==> src/rtl/sc_operand_sequencer_if.sv <==
// Operand-sequencer bus: sweep control, operand-memory read ports and the
// operand pair presented to the SNG bank.
// master = sequencer side, slave = core / memory / controller side.
interface sc_operand_sequencer_if #(
  parameter int BATCH_SIZE       = 4,
  parameter int INPUT_FEATURES   = 4,
  parameter int OUTPUT_FEATURES  = 4,
  parameter int BINARY_PRECISION = 8
);
  localparam int ROW_W = BINARY_PRECISION * INPUT_FEATURES;
  localparam int M_W   = (BATCH_SIZE > 1) ? $clog2(BATCH_SIZE) : 1;
  localparam int O_W   = (OUTPUT_FEATURES > 1) ? $clog2(OUTPUT_FEATURES) : 1;

  logic             start;
  logic             busy;
  logic             done;
  logic             in_rd_en;
  logic [M_W-1:0]   in_rd_addr;
  logic [ROW_W-1:0] in_rd_data;
  logic             w_rd_en;
  logic [O_W-1:0]   w_rd_addr;
  logic [ROW_W-1:0] w_rd_data;
  logic [ROW_W-1:0] input_data;
  logic [ROW_W-1:0] weight_data;
  logic             operand_valid;
  logic             last;
  logic [M_W-1:0]   out_row;
  logic [O_W-1:0]   out_col;

  modport master (
    input  start, in_rd_data, w_rd_data,
    output busy, done, in_rd_en, in_rd_addr, w_rd_en, w_rd_addr,
           input_data, weight_data, operand_valid, last, out_row, out_col
  );

  modport slave (
    output start, in_rd_data, w_rd_data,
    input  busy, done, in_rd_en, in_rd_addr, w_rd_en, w_rd_addr,
           input_data, weight_data, operand_valid, last, out_row, out_col
  );
endinterface

==> src/rtl/sc_operand_sequencer.sv <==
// Operand sequencer for the stochastic matrix-multiply core.
// Sweeps every (m, o) pair, o inner / m outer, holding each pair on
// input_data/weight_data for one conversion window and flagging the final
// window cycle with last.
// Optional build macro SC_OPERAND_PREFETCH_EN: the next pair is read during
// the tail of the current window so STREAM runs back-to-back.
//
// state  | meaning
// IDLE   | waiting for start
// FETCH  | read strobes out for row m / row o
// LOAD   | memory data captured into the operand registers
// STREAM | pair presented to the SNGs, cnt counts the window
// DONE   | one-cycle end-of-sweep pulse
module sc_operand_sequencer #(
  parameter int BATCH_SIZE        = 4,
  parameter int INPUT_FEATURES    = 4,
  parameter int OUTPUT_FEATURES   = 4,
  parameter int BINARY_PRECISION  = 8,
  parameter int STOCHASTIC_CYCLES = 1
) (
  input logic                  clk,
  input logic                  rst,
  sc_operand_sequencer_if.master bus
);
  localparam int ROW_W  = BINARY_PRECISION * INPUT_FEATURES;
  localparam int M_W    = (BATCH_SIZE > 1) ? $clog2(BATCH_SIZE) : 1;
  localparam int O_W    = (OUTPUT_FEATURES > 1) ? $clog2(OUTPUT_FEATURES) : 1;
  localparam int WINDOW = STOCHASTIC_CYCLES * (2 ** BINARY_PRECISION);
  localparam int CNT_W  = $clog2(WINDOW) + 1;

  localparam logic [M_W-1:0]   M_LAST   = M_W'(BATCH_SIZE - 1);
  localparam logic [O_W-1:0]   O_LAST   = O_W'(OUTPUT_FEATURES - 1);
  localparam logic [CNT_W-1:0] CNT_LAST = CNT_W'(WINDOW - 1);
`ifdef SC_OPERAND_PREFETCH_EN
  localparam logic [CNT_W-1:0] CNT_PRE  = CNT_W'(WINDOW - 2);
`endif

  typedef enum logic [2:0] {S_IDLE, S_FETCH, S_LOAD, S_STREAM, S_DONE} state_t;

  state_t           state, state_nx;
  logic [M_W-1:0]   m, m_nx;
  logic [O_W-1:0]   o, o_nx;
  logic [CNT_W-1:0] cnt;
  logic [ROW_W-1:0] input_q, weight_q;
  logic [M_W-1:0]   row_q;
  logic [O_W-1:0]   col_q;
  logic             win_end, last_pair;

  assign win_end   = (state == S_STREAM) && (cnt == CNT_LAST);
  assign last_pair = (m == M_LAST) && (o == O_LAST);

  // Indices of the pair that follows (m, o); o is the inner loop.
  always_comb begin
    m_nx = m;
    o_nx = o + O_W'(1);
    if (o == O_LAST) begin
      o_nx = '0;
      m_nx = m + M_W'(1);
    end
  end

  // State register.
  always_ff @(posedge clk) begin
    if (rst) state <= S_IDLE;
    else     state <= state_nx;
  end

  // Next-state logic.
  always_comb begin
    state_nx = state;
    case (state)
      S_IDLE:   if (bus.start) state_nx = S_FETCH;
      S_FETCH:  state_nx = S_LOAD;
      S_LOAD:   state_nx = S_STREAM;
      S_STREAM: begin
        if (win_end) begin
`ifdef SC_OPERAND_PREFETCH_EN
          state_nx = last_pair ? S_DONE : S_STREAM;
`else
          state_nx = last_pair ? S_DONE : S_FETCH;
`endif
        end
      end
      S_DONE:   state_nx = S_IDLE;
      default:  state_nx = S_IDLE;
    endcase
  end

  // Sweep indices, window counter and the registered operand pair.
  always_ff @(posedge clk) begin
    if (rst) begin
      m        <= '0;
      o        <= '0;
      cnt      <= '0;
      input_q  <= '0;
      weight_q <= '0;
      row_q    <= '0;
      col_q    <= '0;
    end else begin
      case (state)
        S_IDLE: begin
          if (bus.start) begin
            m <= '0;
            o <= '0;
          end
        end
        S_LOAD: begin
          input_q  <= bus.in_rd_data;
          weight_q <= bus.w_rd_data;
          row_q    <= m;
          col_q    <= o;
          cnt      <= '0;
        end
        S_STREAM: begin
          cnt <= cnt + CNT_W'(1);
          if (win_end && !last_pair) begin
            m <= m_nx;
            o <= o_nx;
`ifdef SC_OPERAND_PREFETCH_EN
            // Prefetched rows arrive on the last window cycle; the operand
            // registers take them directly as the shadow stage so the
            // switch lands on the cycle after last.
            input_q  <= bus.in_rd_data;
            weight_q <= bus.w_rd_data;
            row_q    <= m_nx;
            col_q    <= o_nx;
            cnt      <= '0;
`endif
          end
        end
        default: ;
      endcase
    end
  end

  // Decoded outputs: status, read strobes and window flags.
  always_comb begin
    bus.busy          = (state != S_IDLE);
    bus.done          = (state == S_DONE);
    bus.in_rd_en      = 1'b0;
    bus.w_rd_en       = 1'b0;
    bus.in_rd_addr    = '0;
    bus.w_rd_addr     = '0;
    bus.operand_valid = 1'b0;
    bus.last          = 1'b0;
    case (state)
      S_FETCH: begin
        bus.in_rd_en   = 1'b1;
        bus.w_rd_en    = 1'b1;
        bus.in_rd_addr = m;
        bus.w_rd_addr  = o;
      end
      S_STREAM: begin
        bus.operand_valid = 1'b1;
        bus.last          = (cnt == CNT_LAST);
`ifdef SC_OPERAND_PREFETCH_EN
        if ((cnt == CNT_PRE) && !last_pair) begin
          bus.in_rd_en   = 1'b1;
          bus.w_rd_en    = 1'b1;
          bus.in_rd_addr = m_nx;
          bus.w_rd_addr  = o_nx;
        end
`endif
      end
      default: ;
    endcase
  end

  assign bus.input_data  = input_q;
  assign bus.weight_data = weight_q;
  assign bus.out_row     = row_q;
  assign bus.out_col     = col_q;
endmodule

==> src/flat_wrapper.sv <==
// flat-port wrapper written by rule: the top's interface ports become plain ports
module sc_operand_sequencer_flat 
#(
  parameter int BATCH_SIZE        = 4,
  parameter int INPUT_FEATURES    = 4,
  parameter int OUTPUT_FEATURES   = 4,
  parameter int BINARY_PRECISION  = 8,
  parameter int STOCHASTIC_CYCLES = 1
)
  (clk, rst, bus_start, bus_in_rd_data, bus_w_rd_data, bus_busy, bus_done, bus_in_rd_en, bus_in_rd_addr, bus_w_rd_en, bus_w_rd_addr, bus_input_data, bus_weight_data, bus_operand_valid, bus_last, bus_out_row, bus_out_col);
  sc_operand_sequencer_if #(.BATCH_SIZE(BATCH_SIZE), .INPUT_FEATURES(INPUT_FEATURES), .OUTPUT_FEATURES(OUTPUT_FEATURES), .BINARY_PRECISION(BINARY_PRECISION)) bus_i ();
  input logic clk;
  input logic rst;
  input wire logic [$bits(bus_i.start)-1:0] bus_start;
  input wire logic [$bits(bus_i.in_rd_data)-1:0] bus_in_rd_data;
  input wire logic [$bits(bus_i.w_rd_data)-1:0] bus_w_rd_data;
  output wire logic [$bits(bus_i.busy)-1:0] bus_busy;
  output wire logic [$bits(bus_i.done)-1:0] bus_done;
  output wire logic [$bits(bus_i.in_rd_en)-1:0] bus_in_rd_en;
  output wire logic [$bits(bus_i.in_rd_addr)-1:0] bus_in_rd_addr;
  output wire logic [$bits(bus_i.w_rd_en)-1:0] bus_w_rd_en;
  output wire logic [$bits(bus_i.w_rd_addr)-1:0] bus_w_rd_addr;
  output wire logic [$bits(bus_i.input_data)-1:0] bus_input_data;
  output wire logic [$bits(bus_i.weight_data)-1:0] bus_weight_data;
  output wire logic [$bits(bus_i.operand_valid)-1:0] bus_operand_valid;
  output wire logic [$bits(bus_i.last)-1:0] bus_last;
  output wire logic [$bits(bus_i.out_row)-1:0] bus_out_row;
  output wire logic [$bits(bus_i.out_col)-1:0] bus_out_col;
  assign bus_i.start = bus_start;
  assign bus_i.in_rd_data = bus_in_rd_data;
  assign bus_i.w_rd_data = bus_w_rd_data;
  assign bus_busy = bus_i.busy;
  assign bus_done = bus_i.done;
  assign bus_in_rd_en = bus_i.in_rd_en;
  assign bus_in_rd_addr = bus_i.in_rd_addr;
  assign bus_w_rd_en = bus_i.w_rd_en;
  assign bus_w_rd_addr = bus_i.w_rd_addr;
  assign bus_input_data = bus_i.input_data;
  assign bus_weight_data = bus_i.weight_data;
  assign bus_operand_valid = bus_i.operand_valid;
  assign bus_last = bus_i.last;
  assign bus_out_row = bus_i.out_row;
  assign bus_out_col = bus_i.out_col;
  sc_operand_sequencer #(.BATCH_SIZE(BATCH_SIZE), .INPUT_FEATURES(INPUT_FEATURES), .OUTPUT_FEATURES(OUTPUT_FEATURES), .BINARY_PRECISION(BINARY_PRECISION), .STOCHASTIC_CYCLES(STOCHASTIC_CYCLES)) u_core (.clk(clk), .rst(rst), .bus(bus_i));
endmodule
==> config.mk <==
export PLATFORM = sky130hd
export DESIGN_NAME = sc_operand_sequencer_flat
export DESIGN_NICKNAME = d
export VERILOG_FILES = /design/src/rtl/sc_operand_sequencer_if.sv /design/src/rtl/sc_operand_sequencer.sv /design/src/flat_wrapper.sv
export SDC_FILE = /design/constraint.sdc
export NUM_CORES = 1
export LEC_CHECK = 0
export ABC_AREA = 1
export CORE_MARGIN = 10
export CORE_UTILIZATION = 41
export DETAILED_ROUTE_END_ITERATION = 8
export PLACE_DENSITY = 0.75
export SLEW_MARGIN = 5
export SYNTH_ARGS = -nofsm -noshare
export SYNTH_HDL_FRONTEND = slang
export SYNTH_SLANG_ARGS = --single-unit
==> constraint.sdc <==
create_clock -name clk -period 2.3 [get_ports clk]
set_input_delay 0.46 -clock clk [delete_from_list [all_inputs] [get_ports clk]]
set_output_delay 0.46 -clock clk [all_outputs]
set_load 0.005 [all_outputs]
Word level (Yosys, flattened, before mapping)
Cells that the tools add are included.

Register bits: 84. Output and inout bits: 78. Word-level logic and storage cells: 50. Input port bits: 67.

Equality and inequality tests: 11. Multiplexer cells: 17. Reductions and logical operators: 11. $add $sub $neg: 3.

Operators with widths (count): 9-bit one-hot mux with 2 select lines (1); 2-bit two-way mux (7); 3-bit one-hot mux with 4 select lines (1); 9-bit by 1-bit adder with 9-bit output, second input constant (1); 9-bit by 8-bit equality test with 1-bit output, second input constant (1); 3-bit two-way mux (3); 2-bit one-hot mux with 2 select lines (2); 3-bit by 2-bit equality test with 1-bit output, second input constant (2); 2-bit inequality test, second input constant (3); 2-bit by 1-bit adder with 2-bit output, second input constant (2); 2-bit equality test, second input constant (2); 4-bit AND reduction (1); 2-bit nonzero test (2); 3-bit by 1-bit equality test with 1-bit output, second input constant (1); 3-bit equality test, second input constant (1); 1-bit logical AND (3); 3-bit zero test (1); 1-bit two-way mux (3); 3-bit AND reduction (1); 3-bit nonzero test (1); 2-bit by 1-bit inequality test with 1-bit output, second input constant (1); 2-bit AND reduction (1); 1-bit zero test (1).

Longest topological paths before layout
Gate-level depths: netlist of the first run.

Word-level depth: 6. Depth in mapped cells: 12. Mapped depth without buffers: 12.

Worst setup path after synthesis of the first run
OpenSTA, ideal clock, no wires.

Kind: reg2reg. From: register u_core.cnt[0]. To: register u_core.m[0]. Data required time: 2.236 ns. Arrival: 1.677 ns. Path slack: 0.559 ns. Cell stages (with the launch flop): 13. Library setup time: 0.064 ns. Buffers on the path: 0. Period minus slack after synthesis: 1.741 ns. Cells stage by stage: dfxtp_1 > ha_1 > nand4_1 > nor2_1 > nand2_1 > nor2_1 > ha_1 > inv_1 > o21ai_0 > nand3_1 > nand2_1 > inv_1 > nor2_1.

Cells in the longest elaborated chain, start to end: 5.

RTL lines: start: declaration (RTL line sc_operand_sequencer.sv:43) `logic [CNT_W-1:0] cnt;`; start signal: assignment (RTL line sc_operand_sequencer.sv:115) `cnt <= cnt + CNT_W'(1);`; 9-bit by 8-bit equality test with 1-bit output (RTL line sc_operand_sequencer.sv:49) `assign win_end = (state == S_STREAM) && (cnt == CNT_LAST);`; 1-bit logical AND (RTL line sc_operand_sequencer.sv:49); 1-bit logical AND (RTL line sc_operand_sequencer.sv:116) `if (win_end && !last_pair) begin`; 2-bit inequality test (no source line); 4-bit AND reduction (no source line); end signal: assignment (RTL line sc_operand_sequencer.sv:117) `m <= m_nx;`; end: declaration (RTL line sc_operand_sequencer.sv:41) `logic [M_W-1:0] m, m_nx;`.

No other way between the ends. A chain may end at the register's enable or synchronous reset.

Worst setup path in the final report of the first run
From: register u_core.cnt[1]. To: output port bus_last.

Cells in the longest elaborated chain, start to end: 2.

RTL lines: 9-bit by 8-bit equality test with 1-bit output (RTL line sc_operand_sequencer.sv:155) `bus.last = (cnt == CNT_LAST);`; 1-bit two-way mux (RTL line sc_operand_sequencer.sv:146) `case (state)`; end: declaration (RTL line flat_wrapper.sv:26) `output wire logic [$bits(bus_i.last)-1:0] bus_last;`.

No other way between the ends.

==> results.ini, run 1 <==
[status]
outcome=complete, no violations

[global_route]
grt_overflow=0
grt_max_degree=41
antenna_found_initial=0
grt_pass1_wl_um=15200
grt_pass1_vias=3053
grt_util_all_layers_pct=16.1

[yosys]
synth-seq-cells=84
synth_fp_nets=498
syn_inst=427
syn_area_um2=3230
synth_top_area_cell=dfxtp_1
yosysWarnings=0
synth_area_leaders=dfxtp_1 52%, nor2_1 17%, o21ai_0 6.5%
synth_top_cell_area_share_pct=52.1
synth.avg_cell_area_um2=7.56
seq_area_frac_synth_pct=52.1
ys_types=23

[sta]
skew_ns=0.0129
finalHoldViolCount=0
fin_setup_tns_ns=0
period_minus_slack_ns=2.19
fmax_mhz=456
final.setup.worst_slack_ns=0.106
slew_headroom_pct=73.4
rsz0062_at_grt=yes
drv_slew=0
period_share_pct=95.4
finalSetupViolCount=0
worst_slew_pin_slew_ns=0.398
hold-worst-slack_ns=0.482

[routing]
vias=3286
via_per_inst=4.81
wl_met3_um=701
ant_nets=0
wl_met1_um=4130
routed.top_layer=met4
dr.pass1.iters=4
wl_um=9980
drc_errors=0
drt_first_iter_violations=130
met2_length_um=4980
wl_per_cell_um=14.6

[clocking]
clkSlewWorstSetupHoldPaths_ns=0.07
root_buffer=clkbuf_8
cts_buffers=9
clockBufferDepth=2
insertion_delay_ns=0.35
cts_tree=built
cts.sinks=84
h-tree-depth=3

[placed_design]
gp_congestion=0.832
io_buffers=144
hpwl_um=7260
post_dp_cell_area_um2=4740
dp_cells=659
dp_slack_ns=0.0484

[worst_setup_path]
critPathCaptureType=output port
start_kind=register
cp_data_arrival_time_ns=1.73
crit_type=register to output port
required_ns=1.84
rrSetupSlack_ns=0.12
critPathMaxFanout=3

[pwr]
powerDensity_nw_per_um2=725
vdd_drop_max_mv=0.356
leakage_nw=1.92

[floorplanning]
initial_core_util_pct=42.0
io_pins=145
rows=32
die_area_um2=11800
core-area_um2=7690
die_h_um=109
die_w_um=109

[cells_and_area]
nets=650
area_growth_pct=54.7
instances_no_fill=683
layout_common_cells=149 x nor2_1, 143 x clkdlybuf4s50_1, 82 x dfxtp_1, 42 x o21ai_0
n_antenna_cell=0
multi_input_area_um2=1360
seqCellArea_um2=1680
final_area_um2=5000
n_fill_cell=684
drive_above_1_share_pct=9.12
layout_commonest_cell=nor2_1

[min_path]
hold_class=register to register

[flow_run]
maxCapViolations=0

## final cells by class
type	instances	area share (%)
Inverter	22	1.65
Timing Repair Buffer	166	32.0
Multi-Input combinational cell	296	27.1
Clock buffer	10	2.55
Sequential cell	84	33.7
Tap cell	102	2.55
Clock inverter	3	0.351
## worst paths after layout
| path | from | endpoint | cells after the start |
|---|---|---|---|
| worst min-delay path | u_core.bus.input_data[8] | u_core.bus.input_data[8] | 2 |
| worst min register to register | u_core.bus.input_data[8] | u_core.bus.input_data[8] | 2 |
| worst max register to register | u_core.cnt[1] | u_core.cnt[6] | 15 |
| worst max-delay path | u_core.cnt[1] | bus_last | 9 |
## routing by layer
layer / track usage [%] / vias up
met3: 4.60 / 13
met5: 0 / -
li1: - / 1665
met2: 27.5 / 103
met1: 18.5 / 1505
met4: 6.31 / 0
## cells in the mapped netlist
| cell | count |
|---|---|
| nor2_1 | 150 |
| buf_2 | 11 |
| nand3b_1 | 1 |
| o21ai_1 | 30 |
| a21oi_1 | 13 |
| nand2_2 | 4 |
| buf_4 | 6 |
| inv_2 | 1 |
| o21ai_0 | 42 |
| nand2_1 | 31 |
| nand3_1 | 8 |
| nand4_1 | 6 |
| ha_1 | 4 |
| inv_1 | 21 |
| o21bai_1 | 1 |
| nor3_1 | 1 |
| a211oi_2 | 1 |
| buf_6 | 1 |
| a2bb2oi_1 | 1 |
| nor2_4 | 2 |
| a31oi_1 | 1 |
| clkbuf_1 | 7 |
| dfxtp_1 | 84 |
## report_power, final
part	leakage [nW]	switching, W	internal (W)
sequential	0.688	0.0000978	0.00164
clock	0.0739	0.000489	0.000371
combinational	1.15	0.000461	0.000563
total	1.92	0.00105	0.00257
## state kept, by name (all words and copies together) (netlist names)
register and cells:
u_core.o 2, u_core.cnt 9, u_core.bus.out_row 2, u_core.bus.input_data 32, u_core.state 3, u_core.bus.weight_data 32
u_core.bus.out_col 2, u_core.m 2
## metrics by stage
step	total power, W	utilization (%)
2_1_floorplan	0.00223	-
3_3_place_gp	0.00277	61.7
3_5_place_dp	0.00280	61.7
4_1_cts	0.00366	64.8
5_1_grt	0.00384	65.0
6_report	0.00362	65.0
## critical path, stage by stage, from the launching register on
cell and delay [ns]:
dfxtp_2 0.36, ha_4 0.14, nand4_1 0.14, nor2_2 0.13, nand2_1 0.08, nor2_1 0.11
ha_2 0.19, inv_2 0.05, nor2_1 0.07, buf_2 0.11
## cells by family (layout without fill, tap and decap cells)
kind of cell / after synthesis / count (layout) / share of synthesized area (%)
simple gates: 203 / 203 / 25.3
compound gates: 89 / 89 / 14.3
flops: 84 / 84 / 52.1
buf+inv: 47 / 201 / 6.82
fa+ha+maj: 4 / 4 / 1.55
## timing repair
action | CTS | global route
endpoints found under the setup margin | 1 | 4
gates resized for setup | 8 | 6
pin swaps | 3 | 6
hold buffers | 0 | 0
setup buffers | 12 | 0
cloned | 0 | 0
(Power assumes the default switching activity.)
==> inputs of run 2 (changes only) <==
- RECOVER_POWER: not set -> 100
- SKIP_CTS_REPAIR_TIMING: not set -> 1
==> run 2 against run 1 <==
Via count down 0.97%. Die area unchanged. Sequential share of layout area grew 0.52 points. Wire length shrank 3.1%. Register-to-register slack better by 0.09 ns. Global-route usage fell by 0.55 points. Critical path depth unchanged. Sequential cell count unchanged. Fmax fell by 0.89%.
==> results.ini, run 2 (same netlist as run 1, synthesis figures left out) <==
[status]
outcome=complete, no violations  ; unchanged

[clocking]
cts.sinks=84  ; unchanged
cts_buffers=9  ; unchanged
root_buffer=clkbuf_8  ; unchanged
clockBufferDepth=2  ; unchanged
clkSlewWorstSetupHoldPaths_ns=0.07  ; about the same
cts_tree=built  ; unchanged
h-tree-depth=3  ; unchanged
insertion_delay_ns=0.34  ; was 0.35 ns

[worst_setup_path]
cp_data_arrival_time_ns=1.75  ; was 1.73 ns
rr_worst_depth=13  ; was 15
start_kind=register  ; unchanged
critPathCaptureType=output port  ; unchanged
crit_type=register to output port  ; unchanged
required_ns=1.84  ; about the same
critPathMaxFanout=3  ; unchanged

[floorplanning]
die_area_um2=11800  ; unchanged
io_pins=145  ; unchanged
core-area_um2=7690  ; unchanged
rows=32  ; unchanged
initial_core_util_pct=42.0  ; unchanged
die_h_um=109  ; unchanged
die_w_um=109  ; unchanged

[cells_and_area]
area_growth_pct=52.4  ; was 54.7%
drive_above_1_share_pct=6.98  ; was 9.12%
postLayoutCoreUtil_pct=64.0  ; was 65.0%
layout_common_cells=150 x nor2_1, 142 x clkdlybuf4s50_1, 82 x dfxtp_1, 72 x o21ai_0, 32 x nand2_1  ; was 149 x nor2_1, 143 x clkdlybuf4s50_1, 82 x dfxtp_1, 42 x o21ai_0
nets=642  ; was 650
layout_commonest_cell=nor2_1  ; unchanged
n_antenna_cell=0  ; unchanged

[sta]
finalSetupViolCount=0  ; unchanged
finalHoldViolCount=0  ; unchanged
period_minus_slack_ns=2.21  ; was 2.19 ns
slew_headroom_pct=54.7  ; was 73.4%
final.setup.worst_slack_ns=0.0868  ; was 0.106 ns
fin_setup_tns_ns=0  ; unchanged
worst_slew_pin_slew_ns=0.679  ; was 0.398 ns
fmax_mhz=452  ; was 456 MHz
period_share_pct=96.2  ; was 95.4%
drv_slew=0  ; unchanged
rsz0062_at_grt=yes  ; unchanged
skew_ns=0.0124  ; was 0.0129 ns

[placed_design]
dp_slack_ns=0.0484  ; unchanged
gp_congestion=0.832  ; unchanged
io_buffers=144  ; unchanged
hpwl_um=7260  ; unchanged

[routing]
dr.pass1.iters=5  ; was 4
wl_per_cell_um=14.3  ; was 14.6 um
via_per_inst=4.82  ; was 4.81
drt_first_iter_violations=89  ; was 130
vias=3254  ; was 3286
ant_nets=0  ; unchanged
wl_um=9680  ; was 9980 um
drc_errors=0  ; unchanged

[pwr]
p_total_w=0.00360  ; was 0.00362 W
powerDensity_nw_per_um2=732  ; was 725 nW/um^2
seqPwrFrac_pct=48.2  ; was 48.0%
pwr-share-comb_pct=28.0  ; was 28.3%
switching_share_pct=28.8  ; was 29.0%
vdd_drop_max_mv=0.358  ; was 0.356 mV
p_clk_share_pct=23.8  ; about the same
p_int_w=0.00257  ; about the same
p_switching_w=0.00104  ; was 0.00105 W
leakage_nw=1.88  ; was 1.92 nW

[flow_run]
maxCapViolations=0  ; unchanged

[min_path]
hold_class=register to register  ; unchanged
hold_depth=2  ; unchanged

[global_route]
grt_pass1_vias=2944  ; was 3053
grt_pass1_wl_um=14700  ; was 15200 um
grt_max_degree=41  ; unchanged
grt_util_all_layers_pct=15.5  ; was 16.1%
antenna_found_initial=0  ; unchanged
grt_overflow=0  ; unchanged

==> run 2: changes by cell type in the layout (fill, tap and decap cells not counted), sizes merged <==
cell,previous run,this run
buf,23,13
clkdlybuf4s50,143,142
dlygate4sd3,0,1
clkbuf,10,12
==> run 2: path summary, 6_finish.rpt <==
kind	startpoint	slack [ns]	end
max reg2reg	u_core.cnt[1]	0.21	u_core.m[0]
max	u_core.cnt[1]	0.09	bus_last
min	u_core.bus.input_data[8]	0.48	u_core.bus.input_data[8]
min reg2reg	u_core.bus.input_data[8]	0.48	u_core.bus.input_data[8]
==> run 2: final cells by class <==
type / count / area, um^2
Inverter: 22 / 82.6
Clock buffer: 10 / 128
Multi-Input combinational cell: 296 / 1350
Fill cell: 707 / 2770
Timing Repair Buffer: 158 / 1540
Tap cell: 102 / 128
Clock inverter: 3 / 17.5
Sequential cell: 84 / 1680
==> run 2: worst max-delay path, stage by stage (launching register included) <==
cell and delay (ns):
dfxtp_2 0.36, ha_4 0.14, nand4_1 0.13, nor2_1 0.16
nand2_1 0.08, nor2_1 0.13, ha_2 0.20, inv_2 0.04
nor2_1 0.07, buf_2 0.11
==> run 2: through the flow <==
| stage | instance area, um^2 | hold WS (ns) | std cells |
|---|---|---|---|
| detailed placement | 4740 | 0.471 | 659 |
| CTS | 4890 | 0.488 | 672 |
| finish | 4920 | 0.482 | 675 |
| global route | 4920 | 0.505 | 675 |
| global placement | 4740 | 0.462 | 659 |
| floorplan | 3230 | 0.447 | 427 |
==> run 2: power by group through the flow <==
stage	clock network (W)	logic [W]	registers [W]
CTS	0.000886	0.00104	0.00174
global route	0.000941	0.00113	0.00176
finish	0.000859	0.00101	0.00174
floorplan	0	0.000448	0.00178
detailed placement	0	0.00103	0.00177
global placement	0	0.00101	0.00176
==> run 2: routing by layer <==
| metal | global-route usage [%] | vias up | share of wire (%) |
|---|---|---|---|
| met2 | 25.7 | 108 | 49 |
| met3 | 4.72 | 13 | 7.6 |
| met1 | 18.4 | 1485 | 42 |
| met4 | 5.93 | 0 | 1.8 |
| li1 | - | 1648 | - |
| met5 | 0 | - | 0 |
==> inputs of run 3 (changes only) <==
- CORE_MARGIN: 10 -> not set
==> run 3 against run 2 <==
Critical path depth down 6. First-iteration DRC count increased by 45%. Setup slack better by 0.012 ns. Sequential cell count is the same. Non-clock buffer count decreased by 1. Via count fell by 1.1%. Sequential share of layout area is 0.76 points lower. Worst hold slack better by 0.0031 ns. Die area fell by 30%. Fmax up 0.52%. Count of clock-buffer cells in the layout grew 1. Final area up 2.3%. Largest power group unchanged. Highest routed layer unchanged.
==> results.ini, run 3 (same netlist as run 1, synthesis figures left out) <==
[sta]
fin_setup_tns_ns=0  ; unchanged
drv_slew=0  ; unchanged
period_minus_slack_ns=2.20  ; was 2.21 ns
period_share_pct=95.7  ; was 96.2%
fmax_mhz=454  ; was 452 MHz
rsz0062_at_grt=yes  ; unchanged
finalSetupViolCount=0  ; unchanged
worst_slew_pin_slew_ns=0.643  ; was 0.679 ns
slew_headroom_pct=57.1  ; was 54.7%
finalHoldViolCount=0  ; unchanged
skew_ns=0.00792  ; was 0.0124 ns

[global_route]
grt_max_degree=68  ; was 41
grt_overflow=0  ; unchanged
grt_util_all_layers_pct=20.6  ; was 15.5%
grt_pass1_wl_um=13700  ; was 14700 um
antenna_found_initial=0  ; unchanged
grt_pass1_vias=2979  ; was 2944

[min_path]
hold_depth=2  ; unchanged
hold_class=register to register  ; unchanged
worstHoldEndpoint=u_core.bus.input_data[18]  ; was u_core.bus.input_data[8]
min-delay-start=u_core.bus.input_data[18]  ; was u_core.bus.input_data[8]

[worst_setup_path]
required_ns=1.84  ; about the same
cp_data_arrival_time_ns=1.74  ; was 1.75 ns
crit_type=register to output port  ; unchanged
critPathMaxFanout=11  ; was 3
critPathCaptureType=output port  ; unchanged
start_kind=register  ; unchanged
r2r_end=u_core.m[0]  ; unchanged
rr_worst_depth=13  ; unchanged
reg2reg_from=u_core.cnt[1]  ; unchanged
rrSetupSlack_ns=0.25  ; was 0.21 ns

[floorplanning]
die_h_um=90.8  ; was 109 um
rows=31  ; was 32
core-area_um2=7450  ; was 7690 um^2
die_area_um2=8240  ; was 11800 um^2
die_w_um=90.8  ; was 109 um
io_pins=145  ; unchanged
initial_core_util_pct=43.4  ; was 42.0%

[placed_design]
gp_congestion=0.837  ; was 0.832
io_buffers=144  ; unchanged
hpwl_um=5770  ; was 7260 um
dp_cells=656  ; was 659

[clocking]
h-tree-depth=3  ; unchanged
insertion_delay_ns=0.34  ; about the same
cts_tree=built  ; unchanged
cts.sinks=84  ; unchanged
root_buffer=clkbuf_8  ; unchanged
clockBufferDepth=2  ; unchanged
cts_buffers=9  ; unchanged
clkSlewWorstSetupHoldPaths_ns=0.08  ; was 0.07 ns

[cells_and_area]
multi_input_area_um2=1360  ; was 1350 um^2
drive_above_1_share_pct=8.35  ; was 6.98%
layout_commonest_cell=nor2_1  ; unchanged
layout_common_cells=147 x nor2_1, 143 x clkdlybuf4s50_1, 82 x dfxtp_1, 42 x o21ai_0  ; was 150 x nor2_1, 142 x clkdlybuf4s50_1, 82 x dfxtp_1, 72 x o21ai_0, 32 x nand2_1
n_fill_cell=639  ; was 707
instances_no_fill=674  ; was 675
nets=641  ; was 642
seqCellArea_um2=1680  ; unchanged
n_antenna_cell=0  ; unchanged
area_growth_pct=55.8  ; was 52.4%

[routing]
wl_met3_um=477  ; was 740 um
via_per_inst=4.77  ; was 4.82
wl_um=8300  ; was 9680 um
drc_errors=0  ; unchanged
routed.top_layer=met4  ; unchanged
ant_nets=0  ; unchanged
drt_first_iter_violations=129  ; was 89
vias=3217  ; was 3254
wl_per_cell_um=12.3  ; was 14.3 um
dr.pass1.iters=4  ; was 5
met2_length_um=4060  ; was 4740 um
wl_met1_um=3670  ; was 4020 um

[status]
outcome=complete, no violations  ; unchanged

[pwr]
powerDensity_nw_per_um2=778  ; was 732 nW/um^2
pwr-share-comb_pct=25.8  ; was 28.0%
vdd_drop_max_mv=0.366  ; was 0.358 mV
p_switching_w=0.00106  ; was 0.00104 W
switching_share_pct=27.2  ; was 28.8%
seqPwrFrac_pct=44.3  ; was 48.2%
p_int_w=0.00285  ; was 0.00257 W
leakage_nw=1.92  ; was 1.88 nW
p_clk_share_pct=29.9  ; was 23.8%

[flow_run]
maxCapViolations=0  ; unchanged

## run 3: cell count changes in the layout (fill, tap and decap cells not counted), sizes merged
| cell | before | now |
|---|---|---|
| clkdlybuf4s50 | 142 | 143 |
| inv | 22 | 23 |
| bufinv | 0 | 2 |
| clkinv | 2 | 0 |
| clkinvlp | 1 | 2 |
| clkbuf | 12 | 11 |
| buf | 13 | 14 |
| dlygate4sd3 | 1 | 0 |
## run 3: how the worst max path moves through the flow
stage,startpoint,to,slack [ns],cells after the start
after floorplan,u_core.cnt[0],u_core.m[0],0.56,12
after global placement,u_core.cnt[0],bus_last,0.09,9
after detailed placement,u_core.cnt[1],bus_last,0.02,9
after CTS,u_core.cnt[1],bus_last,-0.37,9
after global routing,u_core.cnt[1],bus_last,-0.03,9
final,u_core.state[0],bus_operand_valid,0.1,3
## run 3: area by class of cell
class | instances | area share, %
Inverter | 22 | 1.64
Clock buffer | 11 | 2.81
Multi-Input combinational cell | 296 | 27.0
Sequential cell | 84 | 33.5
Tap cell | 99 | 2.46
Timing Repair Buffer | 157 | 31.0
Clock inverter | 5 | 1.67
## run 3: critical path, stage by stage, from the launching register on
cell             delay, ns
dfxtp_1               0.49
nand2_2               0.10
nor2_4                0.25
clkdlybuf4s50_1       0.56
## run 3: power by group through the flow
stage | combinational [W] | clock, W | sequential, W
global route | 0.00112 | 0.00126 | 0.00176
floorplan | 0.000448 | 0 | 0.00178
finish | 0.00101 | 0.00117 | 0.00174
global placement | 0.00100 | 0 | 0.00176
detailed placement | 0.00101 | 0 | 0.00177
CTS | 0.00102 | 0.00120 | 0.00174
## run 3: routing by layer
layer	vias up	global-route usage, %
li1	1652	-
met1	1458	24.9
met2	97	35.3
met3	10	6.06
met4	0	6.18
met5	-	0
## run 3: per-stage QoR
stage               cell area (um^2)  power, W  util, %  setup slack, ns  hold WS, ns
finish                          5030   0.00392     67.6           0.0983        0.485
global route                    5030   0.00415     67.6          -0.0297        0.506
CTS                             4990   0.00395     67.0           -0.375        0.490
detailed placement              4760   0.00278     64.0           0.0192        0.471
global placement                4760   0.00276     64.0           0.0853        0.461
floorplan                       3230   0.00223        -            0.559        0.447
